--- src/rtl/cpu_pkg.sv ---
// Types and ALU control encodings shared by decode and the Execute-stage
// divide/modulo sequencer.
package cpu_pkg;

    typedef enum logic [1:0] {
        IDLE = 2'd0,
        RUN  = 2'd1,
        DONE = 2'd2
    } div_state_t;

    localparam logic [2:0] ALU_ADD = 3'b000;
    localparam logic [2:0] ALU_SUB = 3'b001;
    localparam logic [2:0] ALU_MUL = 3'b010;
    localparam logic [2:0] ALU_DIV = 3'b011;
    localparam logic [2:0] ALU_MOD = 3'b100;
    localparam logic [2:0] ALU_MOV = 3'b101;

endpackage

--- src/rtl/div_step.sv ---
// One radix-2 restoring division iteration: shift {rem,quo} left by one and
// subtract the divisor when the shifted remainder is large enough.
module div_step
    import cpu_pkg::*;
#(
    parameter int WIDTH = 32
) (
    input  logic [WIDTH-1:0] rem,
    input  logic [WIDTH-1:0] quo,
    input  logic [WIDTH-1:0] divisor,
    output logic [WIDTH-1:0] rem_next,
    output logic [WIDTH-1:0] quo_next
);

    logic [WIDTH:0] rem_shift;
    logic [WIDTH:0] trial;

    // Extra top bit keeps the borrow of the trial subtraction as its sign.
    assign rem_shift = {rem, quo[WIDTH-1]};
    assign trial     = rem_shift - {1'b0, divisor};

    assign rem_next = trial[WIDTH] ? rem_shift[WIDTH-1:0] : trial[WIDTH-1:0];
    assign quo_next = {quo[WIDTH-2:0], ~trial[WIDTH]};

endmodule

--- src/rtl/div_sequencer.sv ---
// Multi-cycle unsigned DIV/MOD unit beside the Execute-stage ALU; holds the
// pipeline through stall until the result is ready.
module div_sequencer
    import cpu_pkg::*;
#(
    parameter int WIDTH = 32
) (
    input  logic             clk,
    input  logic             reset,
    input  logic             start,
    input  logic             op_mod,
    input  logic [WIDTH-1:0] dividend,
    input  logic [WIDTH-1:0] divisor,
    input  logic             flush,
    output logic             stall,
    output logic             busy,
    output logic             done,
    output logic [WIDTH-1:0] result,
    output logic             div_zero
);

    localparam int CNT_W = $clog2(WIDTH) + 1;

    div_state_t       state_q, state_d;
    logic [WIDTH-1:0] quo_q, quo_d;
    logic [WIDTH-1:0] rem_q, rem_d;
    logic [WIDTH-1:0] divisor_q, divisor_d;
    logic [WIDTH-1:0] result_q, result_d;
    logic [CNT_W-1:0] cnt_q, cnt_d;
    logic             op_mod_q, op_mod_d;
    logic             div_zero_q, div_zero_d;
    logic             accept;
    logic [WIDTH-1:0] step_rem, step_quo;

    div_step #(.WIDTH(WIDTH)) u_step (
        .rem      (rem_q),
        .quo      (quo_q),
        .divisor  (divisor_q),
        .rem_next (step_rem),
        .quo_next (step_quo)
    );

    assign accept   = start && !flush && (state_q == IDLE || state_q == DONE);
    // Low in DONE so Execute advances; a back-to-back op stalls from RUN on.
    assign stall    = (accept && state_q == IDLE) || (state_q == RUN);
    assign busy     = (state_q != IDLE);
    assign done     = (state_q == DONE);
    assign result   = result_q;
    assign div_zero = div_zero_q;

    always_comb begin
        state_d    = state_q;
        quo_d      = quo_q;
        rem_d      = rem_q;
        divisor_d  = divisor_q;
        result_d   = result_q;
        cnt_d      = cnt_q;
        op_mod_d   = op_mod_q;
        div_zero_d = div_zero_q;

        if (flush) begin
            state_d = IDLE;
        end else if (accept) begin
            divisor_d = divisor;
            op_mod_d  = op_mod;
            cnt_d     = CNT_W'(WIDTH);
            if (divisor == '0) begin
                quo_d      = '1;
                rem_d      = dividend;
                result_d   = op_mod ? dividend : '1;
                div_zero_d = 1'b1;
                state_d    = DONE;
            end else begin
                quo_d   = dividend;
                rem_d   = '0;
                state_d = RUN;
            end
        end else begin
            case (state_q)
                RUN: begin
                    quo_d = step_quo;
                    rem_d = step_rem;
                    cnt_d = cnt_q - CNT_W'(1);
                    if (cnt_q == CNT_W'(1)) begin
                        result_d   = op_mod_q ? step_rem : step_quo;
                        div_zero_d = 1'b0;
                        state_d    = DONE;
                    end
                end
                DONE:    state_d = IDLE;
                default: ;
            endcase
        end
    end

    always_ff @(posedge clk or posedge reset) begin
        if (reset) begin
            state_q    <= IDLE;
            quo_q      <= '0;
            rem_q      <= '0;
            divisor_q  <= '0;
            result_q   <= '0;
            cnt_q      <= '0;
            op_mod_q   <= 1'b0;
            div_zero_q <= 1'b0;
        end else begin
            state_q    <= state_d;
            quo_q      <= quo_d;
            rem_q      <= rem_d;
            divisor_q  <= divisor_d;
            result_q   <= result_d;
            cnt_q      <= cnt_d;
            op_mod_q   <= op_mod_d;
            div_zero_q <= div_zero_d;
        end
    end

endmodule
--- config.mk ---
export PLATFORM = sky130hd
export DESIGN_NAME = div_sequencer
export DESIGN_NICKNAME = d
export VERILOG_FILES = /design/src/rtl/cpu_pkg.sv /design/src/rtl/div_step.sv /design/src/rtl/div_sequencer.sv
export SDC_FILE = /design/constraint.sdc
export NUM_CORES = 1
export LEC_CHECK = 0
export BUFFER_PORTS_ARGS = -buffer_cell sky130_fd_sc_hd__clkbuf_2
export CORE_MARGIN = 2
export CORE_UTILIZATION = 55
export CTS_CLUSTER_DIAMETER = 50
export DETAILED_ROUTE_END_ITERATION = 8
export GPL_ROUTABILITY_DRIVEN = 0
export PLACE_DENSITY = 0.76
export SLEW_MARGIN = 20
export SYNTH_ARGS = -nofsm -noshare
export SYNTH_HDL_FRONTEND = slang
export SYNTH_SLANG_ARGS = --single-unit
--- constraint.sdc ---
create_clock -name clk -period 12.9 [get_ports clk]
set_input_delay 1.29 -clock clk [delete_from_list [all_inputs] [get_ports clk]]
set_output_delay 1.29 -clock clk [all_outputs]
set_load 0.01 [all_outputs]
==> impl_metrics.toml <==
[critical_path]
crit_buf_inv = 1
worstPathRequired_ns = 13.22
cpMaxStageDelayCell = "nor2_1"
crit_top_cell = "a21o_1"
max_stage_delay_ns = 0.89
cp.arrival_ns = 4.21
cpLargestDelayFamily = "compound AO/OA/AOI/OAI gates"
crit_path_start_kind = "flip-flop"
critPathKind = "reg2reg"
cp_max_fo = 14
critical_path.cell_chain = "inv_1 > ha_1 > fa_1 > nand2b_1 > a21o_1 > a21o_1 > o2111a_2 > o21a_2 > nor2_1 > nor3_1 > o31ai_1"
cp-end-kind = "flip-flop"

[logic_synthesis]
ys_ff_latch = 138
yosys.area.top_type_share_pct = 39.7
synth_area_leaders = "dfrtp_1 (40%), o21ai_0 (5.5%), nand2_1 (5.0%)"
synth_compound_area_share_pct = 27.8
syn_inst = 1023
syn_nets = 1127
synthArstFlopShare_pct = 100
muxShareOfSynthArea_pct = 2.13
synth_edf_count = 0
yosys.area_share.simple_pct = 16.8
yosys_warnings = 0
synth_top_family_by_area = "compound AO/OA/AOI/OAI gates"
synth.avg_cell_area_um2 = 8.51
synth_top_flop_cell = "dfrtp_1"
syn-cell-area_um2 = 8710
synth-xor-area-share_pct = 2.21
yosysTopAreaCell = "dfrtp_1"
synth.distinct_cells = 77
synth_seq_area_share_pct = 39.7
synthAdderAreaFrac_pct = 5.12

[sta]
relSlewSlack_pct = 23.9
setup_ws_ns = 9.01
period_needed_ns = 3.89
maxSlewViolCount = 0
hold-worst-slack_ns = 0.521
tightest_slew_ns = 1.14
setup_viol = 0
finalCritPeriodShare_pct = 30.2
grt_setup_unrepaired = "no"
timing.fmax_mhz = 257
timing.setup.tns_ns = 0
hold_viol_final = 0
skew_ns = 0.0113

[cts]
cts_tree = "yes"
clk_pin_slew_worst_paths_ns = 0.06
cts_root_buf = "clkbuf_16"
hold_buffers = 0
cts_setup_buffers = 0
h-tree-depth = 4
clockBufferDepth = 2
cts_made_buffers = 17
cts-resized-gates = 0
clock_latency_ns = 0.43
cts.sinks = 138

[grt]
grt_pass1_wl_mm = 42.2
track_usage_pct = 32.5
grt_pass1_vias = 8058
overflow = 0
antenna_found_initial = 0
grt_max_degree = 92

[pwr]
leakage_nw = 4.58
powerDensity_nw_per_um2 = 242
vdd_drop_max_uv = 154

[die]
chipWidth_um = 130
die_y_um = 130
start_util_pct = 56.8
ioPinCount = 105
core_region_area_um2 = 15300
die-area_um2 = 16900
std_cell_rows = 45

[job]
cap_violations = 0

[route]
wire_per_inst_um = 20.6
drt-initial-drc-count = 1060
antenna_left = 0
dr.pass1.iters = 5
vias = 8665
drc = 0
drt_wl_total_mm = 27.1
vias_per_cell = 6.59

[placed_design]
numPortBuffers = 104
dp_slack_ns = 8.69
place_hpwl_mm = 18.4

[layout]
antenna_cells = 0
drive_above_1_share_pct = 15.6
final_util_pct = 64.8
syn_to_final_growth_pct = 14.1
nets = 1196
n_fill_cell = 1310

[outcome]
outcome = "complete, no violations"

[worst_hold_path]
min_path_type = "reg2reg"
==> cell usage in the layout, fill, tap and decap left out, drive strengths merged, types with 20 or more instances in the layout <==
cell / instances
a21oi: 79
nor2: 73
dfrtp: 138
nand2: 117
nand2b: 20
inv: 64
nor3: 28
a31oi: 35
ha: 34
clkbuf: 125
o21ai: 117
==> per-layer routing <==
metal | track usage [%] | up-vias | wire length, µm
li1 | - | 3892 | -
met1 | 42.7 | 4155 | 10700
met2 | 52.5 | 522 | 12900
met3 | 6.15 | 96 | 2380
met4 | 14.5 | 0 | 1100
met5 | 0 | - | 0
==> tightest hold or removal path, delay by kind of cell (launching register included) <==
family,cells,cell delay [ns]
compound gates,2,0.13
flops,1,0.35
==> registers in the layout, summed over array words and instances (netlist names) <==
register / count
divisor_q: 32
quo_q: 32
rem_q: 32
result: 32
cnt_q: 6
state_q: 2
div_zero: 1
op_mod_q: 1
==> worst paths after layout <==
kind	start	slack, ns	to	cells past startpoint
max in group asynchronous	reset	10.59	divisor_q[0]	3
min in group asynchronous	reset	0.96	quo_q[22]	2
hold / removal	result[7]	0.52	result[7]	2
hold reg to reg	result[7]	0.52	result[7]	2
setup / recovery	quo_q[31]	9.01	result[18]	11
setup reg to reg	quo_q[31]	9.01	result[18]	11
==> logic make-up (layout without fill, tap and decap cells) <==
| logic type | Yosys count | count (layout) |
|---|---|---|
| AO/OA/AOI/OAI | 372 | 372 |
| XOR/XNOR | 22 | 22 |
| adder cells (fa/ha/maj) | 35 | 35 |
| buffers and inverters | 128 | 209 |
| flip-flops | 138 | 138 |
| multiplexers | 18 | 18 |
| AND/OR/NAND/NOR | 310 | 310 |
==> layout make-up <==
class	instances	area [µm²]	area share, %
clock inverter	10	166	1.68
timing repair buffer	114	596	6.00
multi-input combinational	757	4730	47.7
clock buffer	21	470	4.74
tap	211	264	2.66
inverter	64	245	2.47
sequential	138	3450	34.8
==> per-stage QoR <==
| step | instances | power, W | area (µm²) |
|---|---|---|---|
| after floorplan | 1023 | 0.00154 | 8710 |
| after global placement | 1284 | 0.00181 | 9290 |
| after detailed placement | 1284 | 0.00183 | 9290 |
| after CTS | 1315 | 0.00238 | 9930 |
| after global routing | 1315 | 0.00254 | 9930 |
| final | 1315 | 0.00240 | 9930 |
==> power by group <==
| group | switching (W) | total (W) | internal [W] | leakage (nW) |
|---|---|---|---|---|
| sequential | 0.000118 | 0.000676 | 0.000558 | 1.73 |
| clock | 0.000197 | 0.000535 | 0.000338 | 0.305 |
| combinational | 0.000733 | 0.00119 | 0.000455 | 2.54 |
==> synth_stat cells (11+ instances only) <==
library cell,instances
ha_1,34
nand2_1,116
xor2_1,12
a21oi_1,79
a222oi_1,13
and3_1,11
dfrtp_1,138
inv_1,64
o21ai_0,95
nor2_1,73
o22ai_1,17
mux2i_1,17
clkbuf_1,47
o21ai_1,21
nand2b_1,20
a31oi_1,34
a32oi_1,16
a21o_1,15
nand3_1,11
nor3_1,27
Note: power is estimated with default switching activity, not from simulation.
